==> src/rtl/stream_demux_reg.sv <==
// Purpose: routes one valid/ready stream to one of N_OUT lanes, each with a one-entry output register.
// Latency: one cycle from upstream acceptance to down_valid on the chosen lane.
// Backpressure: up_ready follows only the selected lane, so a stalled lane never blocks the others.
module stream_demux_reg #(
    parameter int WIDTH = 8,
    parameter int N_OUT = 4,
    parameter int SEL_W = $clog2(N_OUT)
) (
    input  logic                   clk,
    input  logic                   rst,
    input  logic                   up_valid,
    output logic                   up_ready,
    input  logic [WIDTH-1:0]       up_data,
    input  logic [SEL_W-1:0]       up_sel,
    output logic [N_OUT-1:0]       down_valid,
    input  logic [N_OUT-1:0]       down_ready,
    output logic [N_OUT*WIDTH-1:0] down_data,
    output logic [7:0]             drop_cnt
);

    // Per-lane "can take a word this cycle" and "up_sel addresses this lane".
    logic [N_OUT-1:0] can_acc;
    logic [N_OUT-1:0] sel_hit;

    logic       sel_in_range;
    logic       drop;
    logic [7:0] drop_cnt_q;
    logic [7:0] drop_cnt_d;

    // An out-of-range select matches no lane; such words are always accepted and discarded.
    always_comb begin
        up_ready     = 1'b1;
        sel_in_range = 1'b0;
        for (int i = 0; i < N_OUT; i++) begin
            if (sel_hit[i]) begin
                up_ready     = can_acc[i];
                sel_in_range = 1'b1;
            end
        end
    end

    assign drop = up_valid && !sel_in_range;

    for (genvar g = 0; g < N_OUT; g++) begin : g_lane
        logic             full_q;
        logic             full_d;
        logic [WIDTH-1:0] data_q;
        logic [WIDTH-1:0] data_d;
        logic             load;

        assign sel_hit[g] = (up_sel == SEL_W'(g));
        assign can_acc[g] = !full_q || down_ready[g];
        assign load       = up_valid && sel_hit[g] && can_acc[g];

        // Refill takes priority over drain so a lane drained and reloaded in one cycle stays full.
        always_comb begin
            full_d = full_q;
            data_d = data_q;
            if (load) begin
                full_d = 1'b1;
                data_d = up_data;
            end else if (down_ready[g]) begin
                full_d = 1'b0;
            end
        end

        // Lane register: reset discards any held word.
        always_ff @(posedge clk) begin
            if (rst) begin
                full_q <= 1'b0;
                data_q <= '0;
            end else begin
                full_q <= full_d;
                data_q <= data_d;
            end
        end

        assign down_valid[g]                = full_q;
        assign down_data[g*WIDTH +: WIDTH]  = data_q;
    end

    // Saturating counter of discarded out-of-range words.
    always_comb begin
        drop_cnt_d = drop_cnt_q;
        if (drop && (drop_cnt_q != 8'hFF)) begin
            drop_cnt_d = drop_cnt_q + 8'd1;
        end
    end

    // Drop counter register.
    always_ff @(posedge clk) begin
        if (rst) begin
            drop_cnt_q <= 8'd0;
        end else begin
            drop_cnt_q <= drop_cnt_d;
        end
    end

    assign drop_cnt = drop_cnt_q;

endmodule

==> config.mk <==
export PLATFORM = sky130hd
export DESIGN_NAME = stream_demux_reg
export DESIGN_NICKNAME = d
export VERILOG_FILES = /design/src/rtl/stream_demux_reg.sv
export SDC_FILE = /design/constraint.sdc
export NUM_CORES = 1
export LEC_CHECK = 0
export BUFFER_PORTS_ARGS = -buffer_cell sky130_fd_sc_hd__buf_4
export CORE_MARGIN = 3
export CORE_UTILIZATION = 43
export CTS_CLUSTER_DIAMETER = 30
export CTS_CLUSTER_SIZE = 16
export DETAILED_ROUTE_END_ITERATION = 10
export GPL_TIMING_DRIVEN = 0
export PLACE_DENSITY = 0.74
export SLEW_MARGIN = 20
export SYNTH_ARGS = -nofsm -noshare
export SYNTH_HDL_FRONTEND = slang
export SYNTH_SLANG_ARGS = --single-unit
==> constraint.sdc <==
create_clock -name clk -period 1.17 [get_ports clk]
set_clock_uncertainty 0.1 [all_clocks]
set_input_delay 0.0585 -clock clk [delete_from_list [all_inputs] [get_ports clk]]
set_output_delay 0.0585 -clock clk [all_outputs]
set_load 0.02 [all_outputs]
After elaboration in Yosys (flattened, before gate mapping)
Cells that the tools add are included.
- flip-flop bits (word level): 44
- latch bits: 0
- RAM bits: 0
- memory bits (read-only): 0
- input port bits: 17
- output and inout bits: 45
- word-level logic and storage cells: 54
- memories kept: 0
- $add $sub $neg: 1
- $mul: 0
- divide/modulo/power cells: 0
- $lt $le $gt $ge: 0
- equal/unequal tests: 4
- shifts and indexed selects: 0
- muxes and demuxes: 16
- bitwise gates (word level): 0
- reductions and logical operators: 24
- operators by type and width (cell ; number):
    2-to-1 mux 1 bit ; 16
    logical AND 1 bit ; 10
    adder 8 x 1 -> 8 bit (second input constant) ; 1
    != test 8 bit (second input constant) ; 1
    nonzero test 2 bit ; 4
    logical NOT 1 bit ; 5
    == test 2 bit (second input constant) ; 2
    logical OR 1 bit ; 4
    == test 2 x 1 -> 1 bit (second input constant) ; 1
    logical NOT 2 bit ; 1

Longest topological paths before layout
Gate-level depths: netlist (run 1).
- word-level depth: 8
- mapped depth: 4
- depth with buffers taken out: 3

Least setup slack after synthesis (run 1)
Ideal clock, no wire load.
- kind: register to output
- start point: register g_lane[0].full_q
- end point: output port up_ready
- arrival time: 1.182 ns
- data required time: 1.012 ns
- slack: -0.171 ns
- stages on the path, launching flop included: 3
- path buffers: 0
- cells stage by stage: dfxtp_1 or2b_1 mux4_1
- longest elaborated chain between the ends: 6
- ends and longest elaborated chain (element ; line ; source):
    from (decl) ; 45 ; logic full_q;
    from (signal assigned) ; 73 ; full_q <= full_d;
    logical NOT 1 bit ; 52 ; assign can_acc[g] = !full_q || down_ready[g];
    logical OR 1 bit ; 52 ;
    2-to-1 mux 1 bit (4 in a row) ; 35 ; if (sel_hit[i]) begin
    to (decl) ; 12 ; output logic up_ready,
Every way passes these cells.

Worst setup path in the final report (run 1)
Ends and elaborated chain as after synthesis.

==> results of run 1 <==
-- power breakdown --
group / leakage [nW] / total, W / switching (W) / internal, W
clock: 0.0645 / 0.00126 / 0.000506 / 0.000753
sequential: 0.358 / 0.00157 / 0.0000264 / 0.00154
combinational: 0.768 / 0.000364 / 0.000178 / 0.000186
-- kinds of logic (layout without fill, tap and decap cells) --
logic type,count (synthesis),in the layout
compound gates,4,4
mux,33,33
simple gates,58,58
buf+inv,13,86
flops,44,44
-- through the flow --
stage	setup TNS, ps	setup WS [ps]	instance area (sq um)
after global routing	-2360	-513	2430
final	-1990	-496	2430
after detailed placement	-1270	-241	2210
after floorplan	-95.7	-95.7	1700
after CTS	-1250	-495	2360
after global placement	-529	-208	2210
-- layer usage --
layer  part of all wire (%)  vias up  track usage [%]
met5                      0        -                0
met4                   0.54        0             5.35
li1                       -      636                -
met2                     53       28             30.7
met1                     42      622             20.4
met3                    4.7        4             6.00
-- layout make-up --
cell class | instances | area (sq um) | share of cell area [%]
plain buffers | 12 | 86.3 | 3.55
clock buffers | 7 | 96.3 | 3.96
clock inverters | 1 | 30.0 | 1.24
multi-input cells | 95 | 767 | 31.6
flip-flops and latches | 44 | 885 | 36.4
well taps | 48 | 60.1 | 2.47
repair buffers | 66 | 505 | 20.8
-- state kept, by name (all words and copies together) (netlist names) --
register and count:
drop_cnt 8, g_lane.full_q 4, g_lane.data_q 32
-- worst max path at each step --
stage	startpoint	endpoint	slack [ps]
after floorplan	g_lane[0].full_q	up_ready	-100
after global placement	g_lane[0].full_q	up_ready	-210
after detailed placement	g_lane[0].full_q	up_ready	-240
after CTS	g_lane[0].full_q	up_ready	-490
after global routing	g_lane[0].full_q	up_ready	-510
final	g_lane[0].full_q	up_ready	-500
-- what timing repair did --
item | in CTS | in global routing
cloned | 0 | 2
hold endpoints to repair | 3 | 2
endpoints found under the setup margin | 33 | 26
resized for setup | 6 | 14
pin swaps | 0 | 2
setup buffers | 1 | 1
-- worst max-delay path: stages (launching register included) --
cell	delay (ps)
dfxtp_2	330
or2b_4	260
mux4_2	470
buf_6	150
-- placed cells by master (no fill, tap or decap), drive strengths merged --
master,count
nand4b,1
dfxtp,44
nor2b,9
or3b,1
nand2b,44
bufinv,1
nand3b,1
mux2i,32
nand4,1
dlymetal6s4s,1
a21oi,4
clkbuf,12
or2b,1
mux4,1
buf,72
==> results.md, run 1 <==
* Slew Limit Fails at 0
* Critical path capture point type: output port
* Overall power at 0.00319 W
* Top-area cell type share of the netlist area at 51.8%
* Hold path cells at 3
* Xor/xnor share of the synthesized area at 0%
* R2R Setup Slk at -220 ps
* Fin. Hold Viols at 2
* Worst path required time at 1010 ps
* NumNets Final at 241
* Diode count at 0
* Via/cell ratio at 4.73
* Mapped Avg Cell Area at 11.2 sq um
* Ports at 62
* Failing checks: negative hold slack, negative setup slack
* Post-Synth Simple-Gate Area at 22.2%
* Reg2Reg Launch Point: g_lane[0].full_q
* Max Clk Rate at 0.600 GHz
* Routed WL at 4090 um
* YS warnings at 0
* Maximum vdd drop at 0.709 mV
* H-tree depth at 2
* FF+latch count, synth at 44
* Non-Filler Instances at 273
* Die boundary width at 68.9 um
* Worst path arrival time at 1510 ps
* Final period utilization at 142%
* TritonRoute pass-1 iters at 4
* Starting Density at 45.4%
* Path depth of the worst reg2reg path at 5
* Filler cells at 325
* Min-delay src: down_ready[1]
* Hpwl dp at 2890 um
* DR iter-0 viols at 49
* Synth Area in Compound Gates at 1.18%
* Pleak at 1.19 nW
* Max Root-Sink Buffers at 2
* Critical path class: flip-flop to output port
* Clock transition at path regs at 80 ps
* Remaining antenna violation count at 0
* CTS sink count at 44
* Post-synthesis adder-cell area fraction at 0%
* Vias at 1290
* Syn Nets at 169
* Placed Instances at 261
* Setup WS post-layout at -496 ps
* Mux cell area share after synthesis at 20.4%
* Gr usage total at 17.7%
* Area Overhead vs Synth at 42.9%
* Pwr dens at 1310 mW/mm^2
* CP startpoint kind: flip-flop
* RePlAce Congestion at 0.728
* CTS tree: yes
* Sequential area share after synthesis at 51.8%
* Layout cells sized above 1 at 39.6%
* HP Class: primary input to flip-flop
* Die area at 0.00475 sq mm
* Fin crit period at 1670 ps
* Global-route wire length before repair at 6020 um
* Initial antenna violation count at 0
* # DRC at 0
* Core ar. at 0.00374 sq mm
* Netlist Area Pre-Place at 0.00170 sq mm
* Status: finished, violations left
* Die Ht at 68.9 um
* Buffers on Ports at 61
* Main combinational cell family by area after synthesis: simple AND/OR/NAND/NOR gates
* Hold Path Sink: g_lane[1].full_q
* Most common cell in the netlist: dfxtp_1
* Slew headroom at 71.2%
* Synth Flop Type: dfxtp_1
* Root Driver: clkbuf_8
* Commonest cells in the netlist: dfxtp_1 (44), nand2b_1 (43), mux2i_1 (32)
* WL/cell at 15.0 um
* Max-cap violations at 0
* RSZ-0062 raised after global routing: yes
* Post-synth EDFFs at 0
* Slew @ Worst Pin at 432 ps
* Hold_buf cts at 1
* Synth top area cells: dfxtp_1 (52%), mux2i_1 (19%), nand2b_1 (16%)
* Reg2Reg Capture Point: g_lane[0].data_q[3]
* Synth unique cells at 16
* Critical Path Fanout Max at 2
* Grt total ovfl at 0
* Vias in the first global route at 1304
* Clock buffer count from CTS at 5
* Final setup fails at 9
* Cell count after synthesis at 152
* # rows at 22
* Pin count of the biggest net entering global routing at 14
* Worst hold margin at -49.9 ps
* FFs w/ async S/R, synth at 0%
* Skew-Pair Late Insertion Delay at 290 ps
* Fin util at 64.9%
* Cell accounting for the most synthesized area: dfxtp_1
(Power assumes the default switching activity.)
==> run 2: changes to the inputs <==
==> constraint.sdc (replaced) <==
create_clock -name clk -period 1.17 [get_ports clk]
set_clock_uncertainty 0.1 [all_clocks]
set_input_delay 0.117 -clock clk [delete_from_list [all_inputs] [get_ports clk]]
set_output_delay 0.117 -clock clk [all_outputs]
set_load 0.02 [all_outputs]
==> results.md, run 2 (same netlist as run 1, synthesis figures left out) <==
* NumNets Final at 240 (-0.41%)
* Setup WS post-layout at -554 ps (-57.9 ps)
* Filler cells at 325 (unchanged)
* Critical path class: flip-flop to output port
* RSZ-0062 raised after global routing: yes
* Die Ht at 68.9 um (unchanged)
* Fin area at 0.00242 sq mm (-0.51%)
* Die boundary width at 68.9 um (unchanged)
* Die area at 0.00475 sq mm (unchanged)
* Slew Limit Fails at 0 (unchanged)
* Max-cap violations at 0 (unchanged)
* Max FFs per register at 32 (unchanged)
* Root Driver: clkbuf_8
* H-tree depth at 2 (unchanged)
* Most flop-heavy register: g_lane.data_q
* Most common cell after layout, fill and taps aside: buf_4
* Area Overhead vs Synth at 42.2%
* Fin. Hold Viols at 0 (-2)
* Routed WL at 4010 um (-1.8%)
* Hpwl dp at 2890 um (unchanged)
* Commonest non-fill, non-tap cells in the layout: buf_4 (66), nand2b_1 (41), dfxtp_1 (41)
* Worst path required time at 950 ps (-60 ps)
* Diode count at 0 (unchanged)
* CP startpoint kind: flip-flop
* # DRC at 0 (unchanged)
* Pre-CTS WS at -299 ps (-58.5 ps)
* # rows at 22 (unchanged)
* Starting Density at 45.4% (unchanged)
* CTS tree: yes
* Slew headroom at 72.5% (+1.3 points)
* Core ar. at 0.00374 sq mm (unchanged)
* Fin crit period at 1720 ps (+57.9 ps)
* Layout cells sized above 1 at 39.7% (+0.18 points)
* Max Root-Sink Buffers at 2 (unchanged)
* Global-route wire length before repair at 5980 um (-0.57%)
* Pwr dens at 1320 mW/mm^2 (+0.37%)
* Critical path capture point type: output port
* Clock buffer count from CTS at 5 (unchanged)
* Max Clk Rate at 0.580 GHz (-3.4%)
* Worst path arrival time at 1510 ps (about the same)
* Pin count of the biggest net entering global routing at 14 (unchanged)
* Ports at 62 (unchanged)
* HP Class: primary input to flip-flop
* Pleak at 1.18 nW (-0.52%)
* CTS sink count at 44 (unchanged)
* Hold_buf cts at 0 (-1)
* WL/cell at 14.8 um (-1.4%)
* Initial antenna violation count at 0 (unchanged)
* Grt total ovfl at 0 (unchanged)
* TritonRoute pass-1 iters at 4 (unchanged)
* Vias in the first global route at 1299 (-0.38%)
* Buffers on Ports at 61 (unchanged)
* Remaining antenna violation count at 0 (unchanged)
* Critical Path Fanout Max at 2 (unchanged)
* Placed Area at 0.00221 sq mm (unchanged)
* Failing checks: negative setup slack
* Final period utilization at 147% (+4.9 points)
* Skew-Pair Late Insertion Delay at 290 ps (about the same)
* Gr usage total at 17.6% (-0.10 points)
* Vias at 1301 (+0.85%)
* DR iter-0 viols at 49 (unchanged)
* Slew @ Worst Pin at 412 ps (-20.1 ps)
* Final setup fails at 9 (unchanged)
* Maximum vdd drop at 0.704 mV (-0.77%)
* Status: finished, violations left
* RePlAce Congestion at 0.728 (unchanged)
* Clock transition at path regs at 80 ps (about the same)
* Via/cell ratio at 4.78 (+1.2%)
## run 2: timing repair
action	in CTS	in global routing
buffers inserted	1	1
gates cloned	0	2
setup endpoints to repair	33	25
pin swaps	0	2
gates resized for setup	6	13
## run 2: path summary, 6_finish.rpt
check	start	end	slack (ps)	cells after the start
min reg2reg	drop_cnt[2]	drop_cnt[2]	370	1
max	g_lane[0].full_q	up_ready	-550	3
min	down_ready[1]	g_lane[1].full_q	10	3
max reg2reg	g_lane[0].full_q	g_lane[0].data_q[3]	-220	5
## run 2: through the flow
step	hold WS [ps]	total power [W]	cells	setup TNS, ps	utilization, %
global route	16.7	0.00329	272	-2410	64.6
floorplan	206	0.00179	152	-154	-
global placement	330	0.00193	261	-1060	59.2
CTS	46.5	0.00317	269	-1310	62.9
finish	12.7	0.00319	272	-2050	64.6
detailed placement	355	0.00194	261	-1800	59.2
## run 2: where the power goes
part	internal, W	switching (W)
Combinational	0.000184	0.000177
Sequential	0.00154	0.0000262
Clock	0.000753	0.000505
Total	0.00248	0.000709
## run 2: layer usage
layer	track usage, %	vias to the layer above	share of wire (%)
li1	-	639	-
met4	5.35	0	1.1
met1	20.3	625	41
met3	6.00	6	5.1
met5	0	-	0
met2	30.5	31	52
## run 2: layout make-up
cell class | instances | area [sq um] | share of cell area (%)
Sequential cell | 44 | 885 | 36.6
Tap cell | 48 | 60.1 | 2.48
Timing Repair Buffer | 65 | 493 | 20.4
Clock buffer | 7 | 96.3 | 3.99
Clock inverter | 1 | 30.0 | 1.24
Multi-Input combinational cell | 95 | 767 | 31.7
Buffer | 12 | 86.3 | 3.57
## run 2: critical path, cell delays in order (launching register included)
cell and delay [ps]:
dfxtp_2 330, or2b_4 260, mux4_2 470, buf_6 150
==> run 3: changes to the inputs <==
--- a/config.mk
+++ b/config.mk
@@ -5,14 +5,13 @@
 export SDC_FILE = /design/constraint.sdc
 export NUM_CORES = 1
 export LEC_CHECK = 0
-export BUFFER_PORTS_ARGS = -buffer_cell sky130_fd_sc_hd__buf_4
 export CORE_MARGIN = 3
-export CORE_UTILIZATION = 43
+export CORE_UTILIZATION = 45
 export CTS_CLUSTER_DIAMETER = 30
 export CTS_CLUSTER_SIZE = 16
 export DETAILED_ROUTE_END_ITERATION = 10
+export DONT_BUFFER_PORTS = 1
 export GPL_TIMING_DRIVEN = 0
-export PLACE_DENSITY = 0.74
 export SLEW_MARGIN = 20
 export SYNTH_ARGS = -nofsm -noshare
 export SYNTH_HDL_FRONTEND = slang
==> results.md, run 3 (same netlist as run 1, synthesis figures left out) <==
* Status: finished, violations left
* Failing checks: negative hold slack, negative setup slack
* CTS tree: yes
* Critical path origin: g_lane[0].full_q
* Skew-Pair Late Insertion Delay at 290 ps (about the same)
* Die Ht at 67.5 um (-2.1%)
* Clock power share at 38.4% (-1.1 points)
* Most flop-heavy register: g_lane.data_q
* Die boundary width at 67.5 um (-2.1%)
* Logic pwr share at 7.0% (-4.3 points)
* Final setup fails at 9 (unchanged)
* Final period utilization at 140% (-7.6 points)
* TritonRoute pass-1 iters at 4 (unchanged)
* H-tree depth at 2 (unchanged)
* Gr usage total at 16.7% (-0.85 points)
* Starting Density at 48.7% (+3.2 points)
* # rows at 21 (-4.5%)
* Fin area at 0.00199 sq mm (-18%)
* Critical Path Fanout Max at 2 (unchanged)
* Layout cells sized above 1 at 17.9% (-22 points)
* Setup WS post-layout at -466 ps (+88.5 ps)
* Diode count at 0 (unchanged)
* Critical path capture point type: output port
* Clock buffer count from CTS at 5 (unchanged)
* Commonest non-fill, non-tap cells in the layout: nand2b_1 (40), dfxtp_1 (40), mux2i_1 (31)
* Path depth of the worst reg2reg path at 4 (-1)
* Maximum vdd drop at 0.981 mV (+39%)
* Seq pwr share at 54.6% (+5.4 points)
* Buffers on Ports at 0 (-100%)
* Slew @ Worst Pin at 418 ps (+5.78 ps)
* Placed Instances at 198 (-24%)
* # DRC at 0 (unchanged)
* Hpwl dp at 2500 um (-13%)
* Non-Filler Instances at 214 (-21%)
* Overall power at 0.00297 W (-6.9%)
* RePlAce Congestion at 0.705 (-3.2%)
* CTS sink count at 44 (unchanged)
* Int Power at 0.00228 W (-7.9%)
* Die area at 0.00455 sq mm (-4.1%)
* Root Driver: clkbuf_8
* Clock transition at path regs at 80 ps (about the same)
* Core ar. at 0.00349 sq mm (-6.7%)
* Grt total ovfl at 0 (unchanged)
* CP startpoint kind: flip-flop
* Remaining antenna violation count at 0 (unchanged)
* Vias at 1080 (-17%)
* Switching share of total power at 23.1% (+0.87 points)
* Ports at 62 (unchanged)
* Routed WL at 3510 um (-13%)
* Fin. Hold Viols at 4 (+4)
* Pwr dens at 1490 mW/mm^2 (+13%)
* Vias in the first global route at 1108 (-15%)
* RSZ-0062 raised after global routing: yes
* R2R Setup Slk at -90 ps (+130 ps)
* Pleak at 0.862 nW (-27%)
* Max-cap violations at 0 (unchanged)
* Fin crit period at 1640 ps (-88.5 ps)
* Register area at 886 sq um (+0.14%)
* Max Clk Rate at 0.611 GHz (+5.4%)
* HP Class: primary input to flip-flop
* Global-route wire length before repair at 5560 um (-7.0%)
* Pin count of the biggest net entering global routing at 15 (+1)
* Worst hold margin at -86.1 ps (-98.8 ps)
* Initial antenna violation count at 0 (unchanged)
* Critical path class: flip-flop to output port
* Area Overhead vs Synth at 17.1%
* Via/cell ratio at 5.05 (+5.5%)
* NumNets Final at 184 (-23%)
* Worst path arrival time at 1420 ps (-90 ps)
* Setup TNS at -1120 ps (+935 ps)
* Multi-input gate area at 773 sq um (+0.82%)
* Hold_buf cts at 6 (+6)
* Max Root-Sink Buffers at 2 (unchanged)
* Worst path required time at 950 ps (about the same)
* Reg2Reg Launch Point: g_lane[0].full_q
* WL/cell at 16.4 um (+11%)
* CP Capture Point: up_ready
* Reg2Reg Capture Point: g_lane[0].data_q[3]
* Filler cells at 308 (-5.2%)
* Placed Area at 0.00175 sq mm (-21%)
* Slew Limit Fails at 0 (unchanged)
* DR iter-0 viols at 40 (-18%)
* Sw power at 0.000686 W (-3.2%)
* Slew headroom at 72.1% (-0.39 points)
* Max FFs per register at 32 (unchanged)
-- run 3: cell count changes in the layout (fill, tap and decap cells not counted), sizes merged --
cell	delta
dlygate4sd3	+6
clkinv	+1
buf	-62
clkinvlp	+1
clkbuf	-2
-- run 3: final cells by class --
type                       count  share of cell area [%]
sequential                    44                    44.5
multi-input combinational     95                    38.8
buffer                        12                    4.15
timing repair buffer           9                    4.02
clock buffer                   5                    3.46
tap                           46                    2.89
clock inverter                 3                    2.14
-- run 3: power by group through the flow --
stage	sequential (W)	clock, W	combinational (W)
2_1_floorplan	0.00164	0	0.000146
3_3_place_gp	0.00165	0	0.000174
3_5_place_dp	0.00165	0	0.000179
4_1_cts	0.00162	0.00117	0.000197
5_1_grt	0.00163	0.00123	0.000226
6_report	0.00162	0.00114	0.000208
-- run 3: worst min path at each step --
stage          slack, ps  cells after the start          endpoint          start
2_1_floorplan        210                      2  g_lane[1].full_q       up_valid
3_3_place_gp         230                      2  g_lane[1].full_q       up_valid
3_5_place_dp         240                      2  g_lane[1].full_q       up_valid
4_1_cts              -90                      2  g_lane[1].full_q  down_ready[1]
5_1_grt              -90                      2  g_lane[3].full_q  down_ready[3]
6_report             -90                      2  g_lane[2].full_q  down_ready[2]
-- run 3: repair_timing --
item	4_1_cts	5_1_grt
pin swaps	0	1
hold endpoints to repair	17	3
gates cloned	0	2
endpoints found under the setup margin	33	23
buffers inserted	1	0
gates resized for setup	7	10
-- run 3: worst max-delay path, cell delays in order, from the launching register on --
cell     delay, ps
dfxtp_2        330
or2b_4         260
mux4_2         540
-- run 3: layer usage --
metal	up-vias	track usage, %	wire, um
li1	527	-	-
met1	518	20.3	1450
met2	31	26.4	1760
met3	4	7.49	270
met4	0	5.32	33
met5	-	0	0
-- run 3: metrics by stage --
| stage | utilization, % | setup slack [ps] |
|---|---|---|
| after global placement | 50.2 | -177 |
| after detailed placement | 50.2 | -195 |
| after CTS | 55.6 | -478 |
| final | 57.0 | -466 |
| after global routing | 57.0 | -502 |
| after floorplan | - | -154 |
